--- src/rtl/sram_bist_pkg.sv ---
// Shared types and March C- element tables for the sram_bist SRAM self-test controller.
package sram_bist_pkg;

  typedef enum logic [2:0] {
    S_IDLE,
    S_WR,
    S_RD,
    S_RW_WR,
    S_RD_ONLY,
    S_DRAIN,
    S_FIN
  } state_e;

  typedef logic [2:0] elem_t;

  // E4 is the last read-then-write element; E5 follows as the read-only sweep.
  localparam elem_t ELEM_LAST_RW = 3'd4;

  // Bit e of each table describes march element e (E0..E5).
  localparam logic [7:0] ELEM_UP  = 8'b0010_0111;
  localparam logic [7:0] ELEM_RBG = 8'b0001_0100;
  localparam logic [7:0] ELEM_WBG = 8'b0000_1010;

  function automatic logic elem_up(elem_t e);
    return ELEM_UP[e];
  endfunction

  function automatic logic elem_rbg(elem_t e);
    return ELEM_RBG[e];
  endfunction

  function automatic logic elem_wbg(elem_t e);
    return ELEM_WBG[e];
  endfunction

endpackage

--- src/rtl/sram_bist_if.sv ---
// Single-port synchronous SRAM bus between the BIST initiator and one SRAM instance.
interface sram_bist_if #(
  parameter int ADDR_W = 10,
  parameter int DATA_W = 8
);
  logic              mem_we;
  logic [ADDR_W-1:0] mem_addr;
  logic [DATA_W-1:0] mem_wdata;
  logic [DATA_W-1:0] mem_rdata;

  modport master (output mem_we, output mem_addr, output mem_wdata, input mem_rdata);
  modport slave  (input mem_we, input mem_addr, input mem_wdata, output mem_rdata);
endinterface

--- src/rtl/sram_bist_addr_gen.sv ---
// Up/down march address counter with load-first, step and end-of-sweep flag.
module sram_bist_addr_gen #(
  parameter int ADDR_W = 10
) (
  input  logic              clk,
  input  logic              rst,
  input  logic              load_i,
  input  logic              load_up_i,
  input  logic              step_i,
  input  logic              up_i,
  output logic [ADDR_W-1:0] addr_o,
  output logic              is_last_o
);

  logic [ADDR_W-1:0] addr_q, addr_d;

  always_comb begin
    addr_d = addr_q;
    if (load_i) begin
      addr_d = load_up_i ? '0 : '1;
    end else if (step_i) begin
      addr_d = up_i ? addr_q + 1'b1 : addr_q - 1'b1;
    end
  end

  always_ff @(posedge clk) begin
    if (rst) addr_q <= '0;
    else     addr_q <= addr_d;
  end

  assign addr_o    = addr_q;
  assign is_last_o = up_i ? (addr_q == '1) : (addr_q == '0);

endmodule

--- src/rtl/sram_bist.sv ---
// March C- BIST controller for one single-port SRAM with 1-cycle registered read.
// Define SRAM_BIST_STOP_ON_FAIL_EN to abort to FIN on the first miscompare.
module sram_bist
  import sram_bist_pkg::*;
#(
  parameter int ADDR_W = 10,
  parameter int DATA_W = 8
) (
  input  logic               clk,
  input  logic               rst,
  input  logic               start_i,
  sram_bist_if.master        mem,
  output logic               busy_o,
  output logic               done_o,
  output logic               fail_o,
  output logic [ADDR_W-1:0]  fail_addr_o,
  output logic [DATA_W-1:0]  fail_rdata_o
);

  state_e            state_q, state_d;
  elem_t             elem_q, elem_d;
  logic              pend_q;
  logic [ADDR_W-1:0] pend_addr_q;
  logic              busy_q, busy_d, we_q, we_d, done_q, fail_q;
  logic [DATA_W-1:0] wdata_q, wdata_d, fail_rdata_q;
  logic [ADDR_W-1:0] fail_addr_q, cmp_addr, addr;
  logic              load, load_up, step, is_last, cmp_en, cmp_bg, miscmp;

  sram_bist_addr_gen #(.ADDR_W(ADDR_W)) u_addr_gen (
    .clk       (clk),
    .rst       (rst),
    .load_i    (load),
    .load_up_i (load_up),
    .step_i    (step),
    .up_i      (elem_up(elem_q)),
    .addr_o    (addr),
    .is_last_o (is_last)
  );

  always_comb begin
    state_d  = state_q;
    elem_d   = elem_q;
    load     = 1'b0;
    load_up  = 1'b1;
    step     = 1'b0;
    cmp_en   = 1'b0;
    cmp_bg   = 1'b0;
    cmp_addr = addr;
    unique case (state_q)
      S_IDLE: if (start_i) begin
        state_d = S_WR;
        elem_d  = '0;
        load    = 1'b1;
      end
      S_WR: if (is_last) begin
        state_d = S_RD;
        elem_d  = 3'd1;
        load    = 1'b1;
        load_up = elem_up(3'd1);
      end else begin
        step = 1'b1;
      end
      S_RD: state_d = S_RW_WR;
      S_RW_WR: begin
        cmp_en = 1'b1;
        cmp_bg = elem_rbg(elem_q);
        if (!is_last) begin
          step    = 1'b1;
          state_d = S_RD;
        end else begin
          elem_d  = elem_q + 1'b1;
          load    = 1'b1;
          load_up = elem_up(elem_d);
          state_d = (elem_q == ELEM_LAST_RW) ? S_RD_ONLY : S_RD;
        end
      end
      // E5 data arrives one cycle after its address, so compare the pipelined address.
      S_RD_ONLY: begin
        cmp_en   = pend_q;
        cmp_bg   = elem_rbg(elem_q);
        cmp_addr = pend_addr_q;
        if (is_last) state_d = S_DRAIN;
        else         step    = 1'b1;
      end
      S_DRAIN: begin
        cmp_en   = pend_q;
        cmp_bg   = elem_rbg(elem_q);
        cmp_addr = pend_addr_q;
        state_d  = S_FIN;
      end
      S_FIN:   state_d = S_IDLE;
      default: state_d = S_IDLE;
    endcase

    miscmp = cmp_en && (mem.mem_rdata != {DATA_W{cmp_bg}});
`ifdef SRAM_BIST_STOP_ON_FAIL_EN
    if (miscmp) begin
      state_d = S_FIN;
      load    = 1'b0;
      step    = 1'b0;
    end
`endif

    busy_d  = state_d inside {S_WR, S_RD, S_RW_WR, S_RD_ONLY, S_DRAIN};
    we_d    = state_d inside {S_WR, S_RW_WR};
    wdata_d = we_d ? {DATA_W{elem_wbg(elem_d)}} : '0;
  end

  always_ff @(posedge clk) begin
    if (rst) begin
      state_q      <= S_IDLE;
      elem_q       <= '0;
      pend_q       <= 1'b0;
      pend_addr_q  <= '0;
      busy_q       <= 1'b0;
      we_q         <= 1'b0;
      wdata_q      <= '0;
      done_q       <= 1'b0;
      fail_q       <= 1'b0;
      fail_addr_q  <= '0;
      fail_rdata_q <= '0;
    end else begin
      state_q     <= state_d;
      elem_q      <= elem_d;
      pend_q      <= (state_q == S_RD_ONLY);
      pend_addr_q <= addr;
      busy_q      <= busy_d;
      we_q        <= we_d;
      wdata_q     <= wdata_d;
      if (state_q == S_IDLE && start_i) begin
        done_q       <= 1'b0;
        fail_q       <= 1'b0;
        fail_addr_q  <= '0;
        fail_rdata_q <= '0;
      end else begin
        if (state_d == S_FIN) done_q <= 1'b1;
        if (miscmp) begin
          fail_q <= 1'b1;
          if (!fail_q) begin
            fail_addr_q  <= cmp_addr;
            fail_rdata_q <= mem.mem_rdata;
          end
        end
      end
    end
  end

  assign mem.mem_we    = we_q;
  assign mem.mem_addr  = addr;
  assign mem.mem_wdata = wdata_q;
  assign busy_o        = busy_q;
  assign done_o        = done_q;
  assign fail_o        = fail_q;
  assign fail_addr_o   = fail_addr_q;
  assign fail_rdata_o  = fail_rdata_q;

endmodule

--- src/flat_wrapper.sv ---
// flat-port wrapper written by rule: the top's interface ports become plain ports
module sram_bist_flat import sram_bist_pkg::*;
#(
  parameter int ADDR_W = 10,
  parameter int DATA_W = 8
)
  (clk, rst, start_i, busy_o, done_o, fail_o, fail_addr_o, fail_rdata_o, mem_mem_we, mem_mem_addr, mem_mem_wdata, mem_mem_rdata);
  sram_bist_if #(.ADDR_W(ADDR_W), .DATA_W(DATA_W)) mem_i ();
  input  logic clk;
  input  logic rst;
  input  logic start_i;
  output logic busy_o;
  output logic done_o;
  output logic fail_o;
  output logic [ADDR_W-1:0] fail_addr_o;
  output logic [DATA_W-1:0] fail_rdata_o;
  output wire logic [$bits(mem_i.mem_we)-1:0] mem_mem_we;
  output wire logic [$bits(mem_i.mem_addr)-1:0] mem_mem_addr;
  output wire logic [$bits(mem_i.mem_wdata)-1:0] mem_mem_wdata;
  input wire logic [$bits(mem_i.mem_rdata)-1:0] mem_mem_rdata;
  assign mem_mem_we = mem_i.mem_we;
  assign mem_mem_addr = mem_i.mem_addr;
  assign mem_mem_wdata = mem_i.mem_wdata;
  assign mem_i.mem_rdata = mem_mem_rdata;
  sram_bist #(.ADDR_W(ADDR_W), .DATA_W(DATA_W)) u_core (.clk(clk), .rst(rst), .start_i(start_i), .mem(mem_i), .busy_o(busy_o), .done_o(done_o), .fail_o(fail_o), .fail_addr_o(fail_addr_o), .fail_rdata_o(fail_rdata_o));
endmodule
--- config.mk ---
export PLATFORM = sky130hd
export DESIGN_NAME = sram_bist_flat
export DESIGN_NICKNAME = d
export VERILOG_FILES = /design/src/rtl/sram_bist_pkg.sv /design/src/rtl/sram_bist_if.sv /design/src/rtl/sram_bist_addr_gen.sv /design/src/rtl/sram_bist.sv /design/src/flat_wrapper.sv
export SDC_FILE = /design/constraint.sdc
export NUM_CORES = 1
export LEC_CHECK = 0
export CAP_MARGIN = 20
export CORE_MARGIN = 1
export CORE_UTILIZATION = 56
export CTS_CLUSTER_DIAMETER = 120
export DETAILED_ROUTE_END_ITERATION = 7
export PLACE_DENSITY = 0.87
export RECOVER_POWER = 25
export SETUP_SLACK_MARGIN = 0.05
export SYNTH_ARGS = -nofsm -noshare
export SYNTH_HDL_FRONTEND = slang
export SYNTH_SLANG_ARGS = --single-unit
--- constraint.sdc ---
create_clock -name clk -period 3.8 [get_ports clk]
set_input_delay 0.57 -clock clk [delete_from_list [all_inputs] [get_ports clk]]
set_output_delay 0.57 -clock clk [all_outputs]
set_load 0.02 [all_outputs]
=== Word level (Yosys, flattened, before mapping) ===
Memory sizes are Yosys's and may differ from the RTL's. A register that Yosys moved wholly into a read port is not among the register bits.
Index checks and enable logic that the tools add are counted.

* Shifts and indexed selects: 0
* Multipliers: 0
* Div/mod/pow operators: 0
* Reduce and logical (&&, ||, !) cells: 14
* Equality and inequality tests: 14
* Bitwise logic cells: 2
* Magnitude comparators: 2
* Add/subtract/negate cells: 3
* Mux-type cells: 30

{| class="wikitable"
|+ Operators by type and width
! operator !! count
|-
| 2-to-1 mux 10 bit || 5
|-
| 2-to-1 mux 3 bit || 10
|-
| == test 3 bit (second input constant) || 6
|-
| case mux 3 bit (6 select lines) || 1
|-
| == test 3 x 2 -> 1 bit (second input constant) || 4
|-
| 2-to-1 mux 1 bit || 11
|-
| adder 10 x 1 -> 10 bit (second input constant) || 1
|-
| == test 10 bit (second input constant) || 1
|-
| zero test 10 bit || 1
|-
| subtractor 10 x 1 -> 10 bit (second input constant) || 1
|-
| case mux 3 bit (3 select lines) || 1
|-
| < comparator 3 x 4 -> 1 bit (second input constant) || 2
|-
| inequality test 8 bit || 1
|-
| OR reduction 2 bit || 4
|-
| == test 3 x 1 -> 1 bit (second input constant) || 2
|-
| OR reduction 3 bit || 2
|-
| nonzero test 5 bit || 1
|-
| case mux 1 bit (2 select lines) || 2
|-
| nonzero test 2 bit || 2
|-
| adder 3 x 1 -> 3 bit (second input constant) || 1
|-
| zero test 3 bit || 1
|-
| logical AND 1 bit || 2
|-
| inverter 1 bit || 2
|-
| AND reduction 2 bit || 1
|}

* Bits in latches: 0
* Input port bits: 11
* Output and inout port bits: 40
* Bits in read-only memories: 32
* Logic and storage cells: 80
* Memories: 4
* Bits in registers: 49
* Bits in writable memories: 0

{| class="wikitable"
|+ Memory list
! name !! words !! bits a word !! read ports !! clocked after memory_dff !! wr ports !! RTL line !! RTL
|-
| (name not given) || 8 || 1 || 1 || 1 || 0 || sram_bist_pkg.sv:29 || <nowiki>return ELEM_RBG[e];</nowiki>
|-
| (name not given) || 8 || 1 || 1 || 1 || 0 || sram_bist_pkg.sv:33 || <nowiki>return ELEM_WBG[e];</nowiki>
|-
| (name not given) || 8 || 1 || 1 || 1 || 0 || sram_bist_pkg.sv:25 || <nowiki>return ELEM_UP[e];</nowiki>
|-
| (name not given) || 8 || 1 || 1 || 0 || 0 || sram_bist_pkg.sv:25 ||
|}

=== Longest topological paths before layout ===
Gate-level depths: netlist of run 1.

* Depth in word-level cells: 9
* Gate-level depth with buffers: 8
* Gate-level depth less buffers: 8

=== Cells and area by module ===
Synthesis of run 1 repeated with hierarchy kept, for this count alone.

* Cell total of the unflattened synthesis: 316
* Area total of the unflattened synthesis: 2788.9 µm²

{| class="wikitable"
|+ By module, submodules not included
! module !! cells each !! times used !! area each (µm²) !! seq. area each (µm²)
|-
| sram_bist || 214 || 1 || 1955.6 || 840.8
|-
| sram_bist_addr_gen || 102 || 1 || 833.3 || 200.2
|}

=== Least setup slack after synthesis of run 1 ===
No wires, ideal clock.

* Kind: register -> register
* From: register u_core.u_addr_gen.up_i (netlist name)
* To: register u_core.u_addr_gen.addr_q[8] (netlist: u_core.u_addr_gen.addr_o[8])
* Cell stages (with the launch flop): 9
* Setup time: 0.070 ns
* Buffers on the path: 0
* Path slack: 1.558 ns
* Arrival: 2.172 ns
* Data required time: 3.730 ns
* Cell sequence: dfxtp_1 inv_1 fa_1 a211oi_2 o21bai_2 a2111oi_4 nor3_1 or3b_1 a21oi_1

{| class="wikitable"
|+ RTL lines
! item !! RTL line !! RTL
|-
| end signal: assignment || sram_bist_addr_gen.sv:28 || <nowiki>else addr_q <= addr_d;</nowiki>
|-
| end: declaration || sram_bist_addr_gen.sv:15 || <nowiki>logic [ADDR_W-1:0] addr_q, addr_d;</nowiki>
|}

=== Worst setup path after layout of run 1 ===
* From: input port rst
* To: register u_core.fail_rdata_q[1] (netlist: u_core.fail_rdata_o[1])

* Word-level cells in the longest chain between the ends: 1

{| class="wikitable"
|+ RTL lines
! item !! RTL line !! RTL
|-
| start: declaration || flat_wrapper.sv:10 || <nowiki>input logic rst;</nowiki>
|-
| OR reduction 2 bit (no source line) || n/a ||
|-
| end signal: assignment || sram_bist.sv:141 || <nowiki>fail_rdata_q <= mem.mem_rdata;</nowiki>
|-
| end: declaration || sram_bist.sv:25 || <nowiki>logic [DATA_W-1:0] wdata_q, wdata_d, fail_rdata_q;</nowiki>
|}

Every way passes these cells.
A chain may end at the register's enable or synchronous reset.

==> run_results.csv, run 1 <==
group,metric,value,unit
synthesis,async_reset_ff_share,0,%
setup_path,worstPathArrival,2940,ps
die,num_rows,25,
clocking,cts_tree,"built",
pwr,irDropWorstVdd,187,uV
detailed_routing,drc,0,
status,status,"finished, final reports clean",
cells_and_area,syn_to_final_growth,20.8,%
detailed_routing,vias,2350,
cells_and_area,layout_commonest_cell,"dfxtp_1",
synthesis,synth.distinct_cells,58,
synthesis,synth_seq_area_share,38.2,%
clocking,htree_levels,2,
synthesis,synth_top_cell_by_area,"dfxtp_1",
detailed_routing,drt-total-wl,5910,microns
clocking,cts_buffer_depth,2,
detailed_routing,vias_per_cell,5.86,
detailed_routing,antenna_left,0,
pwr,intPower,0.774,mW
cells_and_area,utilization,70.1,%
global_routing,grt_usage,23.5,%
global_routing,grt_pass1_wl,9630,microns
timing,whs,491,ps
synthesis,synth_ff_type,"dfxtp_1",
synthesis,syn_inst,306,
pwr,power_frac_comb,17.4,%
hold_path,min_path_type,"reg2reg",
setup_path,path_class,"in2reg",
clocking,cts_buffers,5,
pwr,seqPwrFrac,54.1,%
timing,max_freq,359,MHz
detailed_routing,wire_per_inst,14.7,microns
place,io_buffers,50,
detailed_routing,drt_pass1_iterations,6,
clocking,clk_latency,300,ps
global_routing,grt_max_degree,29,
timing,period_share,73.2,%
setup_path,rrSetupSlack,1190,ps
pwr,power.total,1.10,mW
synthesis,synth_seq_cells,52,
detailed_routing,drtIter0Drc,155,
die,die_h,71.7,microns
synthesis,syn_area_per_cell,8.90,sq um
timing,hold_viol_final,0,
pwr,switching_share,29.3,%
place,place_congestion,0.936,
pwr,power.density,333,nW/um^2
setup_path,worstSetupEndpointType,"flip-flop",
clocking,post_cts_buffers,0,
setup_path,required,3960,ps
synthesis,ys_top_cells_by_area,"dfxtp_1, nor2_1, a211oi_2",
cells_and_area,fill_cells,374,
global_routing,grt_antenna_before_repair,0,
setup_path,reg2reg_depth,6,
clocking,cts.sinks,52,
clocking,ctsHoldBuffers,0,
synthesis,netlist_area,2720,sq um
die,design.core.area,4690,sq um
timing,setup_viol,0,
die,dieArea,5140,sq um
setup_path,worstPathMaxFanout,24,
cells_and_area,diodes,0,
clocking,cts_resized,0,
die,start_util,58.0,%
synthesis,ys_warn_count,0,
cells_and_area,final_cell_mix,"dfxtp_1, nor2_1, clkdlybuf4s50_1, a21oi_1, inv_1",
flow_run,cap_violations,0,
hold_path,holdPathStages,2,
timing,rsz0062_at_grt,"false",
pwr,p_switching,0.321,mW
timing,min_period,2780,ps
pwr,p_clk_share,28.4,%
timing,worst_pin_slew,1090,ps
synthesis,yosys.area.top_type_share,38.2,%
die,ios,51,
cells_and_area,drive_above_1_share,10.1,%
synthesis,synth_nets,328,
pwr,p_leak,1.19,nW
global_routing,grt_pass1_vias,2126,
timing,finalClockSkew,6.10,ps
place,hpwl,4230,microns
clocking,cts-root-buf,"clkbuf_8",
global_routing,grt_overflow,0,
timing,fin_tns_setup,0,ps
die,die_width,71.7,microns
clocking,clk_pin_slew,90,ps
setup_path,critPathLaunchType,"primary input",
timing,final_max_slew_viol_count,0,
synthesis,synth-edff-count,0,
cells_and_area,fin_nets,368,
timing,slew_headroom,27.3,%
power by group through the flow:
stage | combinational [mW] | sequential, mW | clock (mW)
after floorplan | 0.112 | 0.612 | 0
after global routing | 0.209 | 0.596 | 0.339
after global placement | 0.186 | 0.604 | 0
after detailed placement | 0.189 | 0.605 | 0
final | 0.191 | 0.593 | 0.311
after CTS | 0.192 | 0.592 | 0.314
registers in the layout, indices dropped and copies added, names as in the netlist, named ones only:
| register | count |
|---|---|
| u_core.u_addr_gen.up_i | 1 |
| u_core.u_addr_gen.addr_o | 10 |
| u_core.elem_q | 3 |
| u_core.pend_q | 1 |
| u_core.fail_rdata_o | 8 |
| u_core.state_q | 3 |
| u_core.mem.mem_wdata | 1 |
| u_core.fail_addr_o | 10 |
| u_core.pend_addr_q | 10 |
| u_core.mem.mem_we | 1 |
| u_core.fail_o | 1 |
| u_core.busy_o | 1 |
| u_core.done_o | 1 |
worst max-delay path: stages:
cell	delay, ps
dlygate4sd3_1	520
clkbuf_1	800
inv_1	420
o21ai_2	510
nor2_1	110
synth_stat cells, types with 2 or more instances:
cell type and number:
a21o_1 3, a21oi_1 19, xnor2_1 4, nand3_1 5
mux2i_1 9, nor2_1 49, and2_1 3, o22ai_1 3
and3_1 2, clkbuf_1 7, nand4_1 3, a221oi_1 7
nor2b_1 3, nand2_1 15, o211ai_1 7, dfxtp_1 52
o31ai_1 2, a211oi_2 11, or3_1 3, nor3_1 11
a31oi_1 2, nor4_1 7, o21ai_0 7, a211o_1 2
xor2_1 3, inv_1 16, ha_1 10, a211oi_1 2
buf_4 9, o21bai_1 2
layer usage:
metal | global-route usage (%) | routed length [microns] | part of all wire, % | up-vias
li1 | - | - | - | 1179
met1 | 30.9 | 2670 | 45 | 1101
met2 | 40.0 | 2870 | 49 | 62
met3 | 4.22 | 320 | 5.4 | 8
met4 | 5.45 | 46 | 0.78 | 0
met5 | 0 | 0 | 0 | -
worst paths after layout:
check,from,endpoint
worst min-delay path,u_core.fail_rdata_o[3]$_SDFFE_PP0P_,u_core.fail_rdata_o[3]$_SDFFE_PP0P_
worst min register to register,u_core.fail_rdata_o[3]$_SDFFE_PP0P_,u_core.fail_rdata_o[3]$_SDFFE_PP0P_
worst max-delay path,rst,u_core.fail_rdata_o[1]$_SDFFE_PP0P_
worst max register to register,u_core.state_q[2]$_SDFF_PP0_,u_core.fail_rdata_o[5]$_SDFFE_PP0P_
cell families after synthesis:
kind of cell    count (synthesis)  share of synthesized area [%]
simple gates                  109                           19.2
buf+inv                        36                           6.53
compound gates                 82                           25.1
xor+xnor                        7                           2.25
flops                          52                           38.2
mux                             9                           3.31
fa+ha+maj                      11                           5.33
metrics by stage:
stage,cells,setup WS (ps),cell area [sq um]
after floorplan,306,1560,2720
after global placement,393,1250,3200
after detailed placement,393,1220,3200
after CTS,401,1210,3290
after global routing,401,837,3290
final,401,1020,3290
area by class of cell:
class / instances / area, sq um / share of cell area [%]
clock inverter: 2 / 16.3 / 0.494
clock buffer: 6 / 72.6 / 2.21
sequential: 52 / 1040 / 31.6
timing repair buffer: 52 / 512 / 15.6
multi-input combinational: 218 / 1520 / 46.1
inverter: 17 / 63.8 / 1.94
tap: 54 / 67.6 / 2.05
(Power assumes the default switching activity.)
==> run 2: changes to the inputs <==
--- a/config.mk
+++ b/config.mk
@@ -7,10 +7,10 @@
 export LEC_CHECK = 0
 export CAP_MARGIN = 20
 export CORE_MARGIN = 1
-export CORE_UTILIZATION = 56
+export CORE_UTILIZATION = 47
 export CTS_CLUSTER_DIAMETER = 120
 export DETAILED_ROUTE_END_ITERATION = 7
-export PLACE_DENSITY = 0.87
+export PLACE_DENSITY = 0.78
 export RECOVER_POWER = 25
 export SETUP_SLACK_MARGIN = 0.05
 export SYNTH_ARGS = -nofsm -noshare
==> constraint.sdc (replaced) <==
create_clock -name clk -period 2.3 [get_ports clk]
set_input_delay 0.345 -clock clk [delete_from_list [all_inputs] [get_ports clk]]
set_output_delay 0.345 -clock clk [all_outputs]
set_load 0.02 [all_outputs]
==> run_results.csv, run 2 (same netlist as run 1, synthesis figures left out) <==
group,metric,value,unit
status,status,"finished, final reports clean",
hold_path,min_path_type,"reg2reg",
die,die_width,78.1,microns
timing,final_max_slew_viol_count,0,
clocking,cts.sinks,52,
clocking,clk_pin_slew,90,ps
cells_and_area,syn_to_final_growth,27.1,%
setup_path,slowest_delay,350,ps
global_routing,grt_antenna_before_repair,0,
setup_path,critPathLaunchType,"flip-flop",
timing,max_freq,465,MHz
die,start_util,49.1,%
clocking,htree_levels,2,
timing,finalClockSkew,5.11,ps
timing,rsz0062_at_grt,"true",
cells_and_area,drive_above_1_share,15.2,%
global_routing,grt_pass1_wl,10000,microns
setup_path,worstSetupEndpointType,"flip-flop",
detailed_routing,drc,0,
setup_path,crit_slowest_cell,"dfxtp_1",
detailed_routing,vias,2363,
global_routing,grt_usage,20.3,%
cells_and_area,layout_commonest_cell,"dfxtp_1",
pwr,p_leak,1.26,nW
cells_and_area,fin_nets,382,
setup_path,worstPathArrival,2370,ps
detailed_routing,antenna_left,0,
detailed_routing,drt-total-wl,5980,microns
timing,hold_viol_final,0,
die,num_rows,27,
cells_and_area,diodes,0,
timing,setup_viol,0,
cells_and_area,final_cell_mix,"dfxtp_1, nor2_1, clkdlybuf4s50_1, a21oi_1",
timing,whs,499,ps
clocking,cts_tree,"built",
setup_path,cp_cell_sequence,"inv_2, ha_1, a211oi_1, o21bai_1, a21oi_1, o211ai_1, a31o_2, a221oi_2",
pwr,irDropWorstVdd,282,uV
setup_path,required,2520,ps
detailed_routing,wire_per_inst,13.8,microns
die,ios,51,
setup_path,worstPathMaxFanout,6,
detailed_routing,drtIter0Drc,125,
global_routing,grt_max_degree,29,
die,design.core.area,5540,sq um
die,die_h,78.1,microns
timing,fin_tns_setup,0,ps
clocking,cts-root-buf,"clkbuf_8",
global_routing,grt_overflow,0,
clocking,cts_buffer_depth,2,
timing,min_period,2150,ps
clocking,cts_buffers,5,
detailed_routing,drt_pass1_iterations,4,
place,place_congestion,0.902,
timing,period_share,93.4,%
pwr,power.density,541,nW/um^2
timing,slew_headroom,59.4,%
global_routing,grt_pass1_vias,2092,
clocking,clk_latency,310,ps
die,dieArea,6100,sq um
flow_run,cap_violations,0,
place,io_buffers,50,
detailed_routing,vias_per_cell,5.46,
timing,worst_pin_slew,605,ps
setup_path,path_class,"reg2reg",
place,hpwl,4410,microns
[run 2: stage by stage]
stage / std cells / util [%] / power, mW / cell area (sq um) / setup slack (ps)
floorplan: 306 / - / 1.20 / 2720 / 57.8
global placement: 423 / 60.1 / 1.33 / 3330 / 96.3
detailed placement: 423 / 60.1 / 1.34 / 3330 / 35.4
CTS: 431 / 61.9 / 1.87 / 3430 / 71.3
global route: 433 / 62.4 / 1.96 / 3460 / -0.540
finish: 433 / 62.4 / 1.87 / 3460 / 151
[run 2: routing by layer]
layer	vias up	GRT usage (%)	part of all wire, %
li1	1210	-	-
met1	1072	28.4	48
met2	75	32.4	46
met3	6	2.44	4.5
met4	0	6.30	1.3
met5	-	0	0
[run 2: area by class of cell]
type                            count  area [sq um]
Clock buffer                        6          82.6
Clock inverter                      2          15.0
Fill cell                         463          2080
Inverter                           17          63.8
Multi-Input combinational cell    218          1540
Sequential cell                    52          1040
Tap cell                           72          90.1
Timing Repair Buffer               66           629
[run 2: power by group]
part	total (mW)	switching [mW]	internal, mW
Combinational	0.363	0.212	0.152
Clock	0.541	0.297	0.244
Sequential	0.967	0.0326	0.935
Total	1.87	0.541	1.33
[run 2: critical path, delay by kind of cell (launching register included)]
kind / cells / cell delay, ps
buffers and inverters: 1 / 80
DFF: 1 / 350
AOI/OAI and AO/OA: 6 / 1340
adders and majority gates: 1 / 300
[run 2: timing repair]
| action | CTS | global route |
|---|---|---|
| setup buffers | 0 | 2 |
| pin swaps | 0 | 3 |
| gates resized for setup | 1 | 5 |
| setup endpoints to repair | 1 | 10 |
| hold buffers | 0 | 0 |
[run 2: worst paths after layout]
check,from,endpoint,slack (ps),depth (start not counted)
setup / recovery,u_core.u_addr_gen.up_i$_DFF_P_,u_core.u_addr_gen.addr_o[9]$_SDFFE_PP0P_,150,8
setup reg to reg,u_core.u_addr_gen.up_i$_DFF_P_,u_core.u_addr_gen.addr_o[9]$_SDFFE_PP0P_,150,8
hold reg to reg,u_core.fail_rdata_o[1]$_SDFFE_PP0P_,u_core.fail_rdata_o[1]$_SDFFE_PP0P_,500,2
hold / removal,u_core.fail_rdata_o[1]$_SDFFE_PP0P_,u_core.fail_rdata_o[1]$_SDFFE_PP0P_,500,2
==> run 3: changes to the inputs <==
--- a/config.mk
+++ b/config.mk
@@ -5,12 +5,11 @@
 export SDC_FILE = /design/constraint.sdc
 export NUM_CORES = 1
 export LEC_CHECK = 0
-export CAP_MARGIN = 20
 export CORE_MARGIN = 1
-export CORE_UTILIZATION = 47
+export CORE_UTILIZATION = 50
 export CTS_CLUSTER_DIAMETER = 120
 export DETAILED_ROUTE_END_ITERATION = 7
-export PLACE_DENSITY = 0.78
+export PLACE_DENSITY = 0.79
 export RECOVER_POWER = 25
 export SETUP_SLACK_MARGIN = 0.05
 export SYNTH_ARGS = -nofsm -noshare
==> constraint.sdc (replaced) <==
create_clock -name clk -period 2.16 [get_ports clk]
set_input_delay 0.324 -clock clk [delete_from_list [all_inputs] [get_ports clk]]
set_output_delay 0.324 -clock clk [all_outputs]
set_load 0.02 [all_outputs]
==> run_results.csv, run 3 (same netlist as run 1, synthesis figures left out) <==
group,metric,value,unit
setup_path,critPathLaunchType,"flip-flop",
timing,period_share,98.6,%
status,status,"finished, final reports clean",
setup_path,required,2410,ps
cells_and_area,multiInputGateArea,1560,sq um
place,place_inst,431,
die,dieArea,5740,sq um
global_routing,grt_overflow,0,
pwr,power.density,564,nW/um^2
flow_run,cap_violations,0,
detailed_routing,antenna_left,0,
timing,max_freq,469,MHz
timing,final_max_slew_viol_count,0,
timing,slew_headroom,46.5,%
timing,setup_viol,0,
cells_and_area,fin_nets,392,
cells_and_area,diodes,0,
cells_and_area,layout.cells.non_filler,441,
detailed_routing,drt_pass1_iterations,4,
die,num_rows,26,
setup_path,worstPathMaxFanout,5,
place,place_congestion,0.857,
cells_and_area,ff_latch_area,1050,sq um
place,io_buffers,50,
die,design.core.area,5170,sq um
clocking,cts-root-buf,"clkbuf_8",
global_routing,grt_pass1_wl,9890,microns
timing,fin_tns_setup,0,ps
detailed_routing,drtIter0Drc,109,
hold_path,min_path_type,"reg2reg",
clocking,cts_buffers,5,
timing,rsz0062_at_grt,"true",
clocking,clk_pin_slew,90,ps
timing,finalClockSkew,9.06,ps
die,ios,51,
place,hpwl,4660,microns
die,die_h,75.8,microns
place,pre_cts_slack,-234,ps
global_routing,grt_usage,22.8,%
detailed_routing,wire_per_inst,14.4,microns
pwr,irDropWorstVdd,316,uV
setup_path,worstPathArrival,2380,ps
timing,fin_ws,29.9,ps
pwr,p_leak,1.32,nW
detailed_routing,vias,2440,
setup_path,path_class,"reg2reg",
clocking,cts.sinks,52,
global_routing,grt_max_degree,22,
timing,min_period,2130,ps
clocking,ctsHoldBuffers,0,
die,die_width,75.8,microns
global_routing,grt_antenna_before_repair,0,
clocking,cts_buffer_depth,2,
setup_path,worstSetupEndpointType,"flip-flop",
cells_and_area,drive_above_1_share,19.1,%
die,start_util,52.6,%
clocking,cts_tree,"built",
clocking,htree_levels,2,
detailed_routing,vias_per_cell,5.53,
detailed_routing,drt-total-wl,6370,microns
timing,worst_pin_slew,802,ps
cells_and_area,final_cell_mix,"nor2_1, dfxtp_1, clkdlybuf4s50_1, buf_4, a21oi_1",
timing,hold_viol_final,0,
global_routing,grt_pass1_vias,2117,
clocking,clk_latency,310,ps
cells_and_area,fill_cells,394,
detailed_routing,drc,0,
cells_and_area,syn_to_final_growth,31.1,%
run 3: cell count changes in the layout (fill, tap and decap cells not counted), sizes merged:
| cell | delta |
|---|---|
| buf | +8 |
| clkbuf | +1 |
| clkdlybuf4s50 | +3 |
| clkinv | +1 |
| clkinvlp | -1 |
| dlygate4sd3 | -3 |
| inv | +1 |
run 3: final cells by class:
class	instances	share of cell area, %
multi-input combinational	218	43.7
tap	70	2.45
clock buffer	5	1.93
clock inverter	3	0.771
timing repair buffer	76	19.9
inverter	17	1.86
sequential	52	29.3
run 3: where the power goes:
group	internal, mW	leakage [nW]	switching (mW)
Combinational	0.175	0.850	0.228
Sequential	0.995	0.423	0.0362
Clock	0.238	0.0463	0.340
run 3: worst paths after layout:
path	from	end	slack, ps	cells after the start
max	u_core.u_addr_gen.up_i$_DFF_P_	u_core.u_addr_gen.addr_o[8]$_SDFFE_PP0P_	30	8
min reg2reg	u_core.fail_rdata_o[4]$_SDFFE_PP0P_	u_core.fail_rdata_o[4]$_SDFFE_PP0P_	500	2
min	u_core.fail_rdata_o[4]$_SDFFE_PP0P_	u_core.fail_rdata_o[4]$_SDFFE_PP0P_	500	2
max reg2reg	u_core.u_addr_gen.up_i$_DFF_P_	u_core.u_addr_gen.addr_o[8]$_SDFFE_PP0P_	30	8
run 3: routing by layer:
layer / vias up / track usage, % / routed length [microns]
met5: - / 0 / 0
met4: 0 / 6.17 / 61
met3: 5 / 4.63 / 260
met2: 61 / 38.5 / 3110
met1: 1141 / 29.4 / 2940
li1: 1233 / - / -
run 3: stage by stage:
stage                     total power [mW]  hold WS (ps)  instance area, sq um  util [%]
after floorplan                       1.28           395                  2750         -
after CTS                             2.03           514                  3560      68.8
after detailed placement              1.46           489                  3450      66.7
after global placement                1.45           469                  3450      66.7
final                                 2.01           500                  3570      69.0
after global routing                  2.11           528                  3570      69.0
run 3: critical path: stages, from the launching register on:
cell and delay, ps:
dfxtp_4 390, inv_4 60, fa_2 360, a211oi_2 240, o21bai_2 120, a2111oi_4 340
nor3_1 80, or3b_1 350, a21oi_1 140
run 3: repair_timing:
action                     4_1_cts  5_1_grt
buffers inserted                 0        2
gates resized for setup          5        3
pin swaps                        1        2
cloned                           0        0
setup endpoints to repair        3       20
==> variant, RTL diff (flow settings as in run 3) <==
`DATA_W` is set to 8 in 3 places; all go to 10.
--- a/src/rtl/sram_bist_if.sv
+++ b/src/rtl/sram_bist_if.sv
@@ -1,7 +1,7 @@
 // Single-port synchronous SRAM bus between the BIST initiator and one SRAM instance.
 interface sram_bist_if #(
   parameter int ADDR_W = 10,
-  parameter int DATA_W = 8
+  parameter int DATA_W = 10
 );
   logic              mem_we;
   logic [ADDR_W-1:0] mem_addr;
--- a/src/rtl/sram_bist.sv
+++ b/src/rtl/sram_bist.sv
@@ -4,7 +4,7 @@
   import sram_bist_pkg::*;
 #(
   parameter int ADDR_W = 10,
-  parameter int DATA_W = 8
+  parameter int DATA_W = 10
 ) (
   input  logic               clk,
   input  logic               rst,
--- a/src/flat_wrapper.sv
+++ b/src/flat_wrapper.sv
@@ -2,7 +2,7 @@
 module sram_bist_flat import sram_bist_pkg::*;
 #(
   parameter int ADDR_W = 10,
-  parameter int DATA_W = 8
+  parameter int DATA_W = 10
 )
   (clk, rst, start_i, busy_o, done_o, fail_o, fail_addr_o, fail_rdata_o, mem_mem_we, mem_mem_addr, mem_mem_wdata, mem_mem_rdata);
   sram_bist_if #(.ADDR_W(ADDR_W), .DATA_W(DATA_W)) mem_i ();
Ports: changed (resized fail_rdata_o, mem_mem_rdata and mem_mem_wdata); port bits go from 51 to 57. No check against the original RTL was run, so the function may have changed too.
==> variant against run 3 <==
Clock skew up 0.0024 ns. Setup slack better by 0.11 ns. Sequential cell count up 2. Count of clock-buffer cells in the layout unchanged. Fmax up 5.3%. Utilization up 2.4 points. First-iteration DRC count up 41%. Via count up 3.1%. Routed wire length up 3.4%. Sequential share of layout area down 0.30 points. Power down 1.5%. Synthesized cell count up 2.0%. Area after synthesis up 2.0%. Design area up 4.8%. Critical path type unchanged. Critical endpoint is now u_core.u_addr_gen.up_i$_DFF_P_.
==> variant: results (changes against run 3) <==
** Setup path
- The number of cells on the worst reg-to-reg path came to 6 (-2).
- The worst register-to-register path ends at u_core.u_addr_gen.up_i$_DFF_P_.
- Maximum fanout encountered on the critical timing path :: 7 (+2)
- Tracing the worst setup path back leads to its startpoint at u_core.u_addr_gen.addr_o[0]$_SDFFE_PP0P_.
- Endpoint of the most critical setup path :: u_core.u_addr_gen.up_i$_DFF_P_
- The endpoint arrival time on the critical path is 2.22 ns (-0.16 ns).
- CP top delay family :: simple AND/OR/NAND/NOR gates

** Global route
- The first-pass GRT wire length is 10.99 mm (+11%).
- The number of global-route vias before repair is 2,366 (+12%).

** Pwr
- The net switching power came to 564.0 uW (-6.8%).
- The worst vdd rail ir drop was 0.3868 mV (+22%).

** Route
- Total length of routed wires :: 6.582 mm (+3.4%)
- Routed via count :: 2,516 (+3.1%)
- The met1 routed wirelength after detailed routing is 3.075 mm (+4.7%).
- The routed length per instance came to 14.34 um (-0.66%).
- The wire length on met3 is 273 um (+5.0%).
- The iteration-0 DRC count of the detailed router is 154 (+41%).

** Logic synthesis
- The fraction of synthesized area in multiplexers was 4.687% (+1.4 points).
- The sequential fraction of the synthesis area came to 38.94% (+0.70 points).
- The post-synthesis adder-cell area fraction came to 5.228% (-0.10 points).
- Post-synth net total :: 336 (+2.4%)
- The number of instances in the synthesized netlist was 312 (+2.0%).
- Unique cell type count in the Yosys netlist :: 52 (-10%)
- The parity-gate share of the synthesized area counting xor and xnor cells was 2.524% (+0.27 points).
- Cell types with the highest counts after synthesis :: sky130_fd_sc_hd__nor2_1 (56), sky130_fd_sc_hd__dfxtp_1 (54), sky130_fd_sc_hd__a21oi_1 (18), sky130_fd_sc_hd__inv_1 (14)

** Place
- Number of buffers added on ports :: 56 (+12%)
- Placed cell count :: 447 (+3.7%)
- The placed wire-length estimate came to 4.904 mm (+5.2%).
- GP Congestion :: 0.8719 (+1.8%)

** Timing
- The actual slew at the worst max-slew pin is 1.199 ns (+0.3969 ns).
- Final Hold Slack :: 0.4770 ns (-0.02320 ns)
- Clk_skew :: 0.01144 ns (+0.002379 ns)
- The clock period minus worst slack came to 2.023 ns (-0.1073 ns).

** Final layout
- The number of filler cells placed in the layout came to 437 (+11%).

** Clock network
- The clock edge transition at the registers on the reported setup and hold paths came to 0.11 ns (+0.02 ns).

** Worst hold path
- Worst min-delay path startpoint :: u_core.done_o$_SDFFE_PP0N_

** Status
- The flow ran to the end, and the final reports show no timing, DRC or antenna violations.
==> variant: repair_timing <==
item	4_1_cts	5_1_grt
pin swaps	1	5
resized for setup	3	15
setup endpoints to repair	15	12
buffers inserted	4	0
==> variant: power groups by stage <==
stage | clock network (uW) | logic, uW | registers [uW]
2_1_floorplan | 0 | 154 | 1100
3_3_place_gp | 0 | 315 | 1070
3_5_place_dp | 0 | 325 | 1080
4_1_cts | 601 | 328 | 1050
5_1_grt | 650 | 362 | 1060
6_report | 595 | 333 | 1050
==> variant: area by class of cell <==
class,instances,area (um^2),share of cell area (%)
Clock buffer,5,68.82,1.841
Inverter,14,55.05,1.473
Timing Repair Buffer,93,844.6,22.59
Multi-Input combinational cell,220,1568,41.93
Clock inverter,3,28.78,0.7697
Tap cell,70,87.58,2.343
Sequential cell,54,1086,29.05
==> variant: routing by layer <==
layer	track usage, %	up-vias
met4	8.846	0
met1	29.40	1178
met2	38.65	64
met3	4.551	8
li1	-	1266
met5	0	-
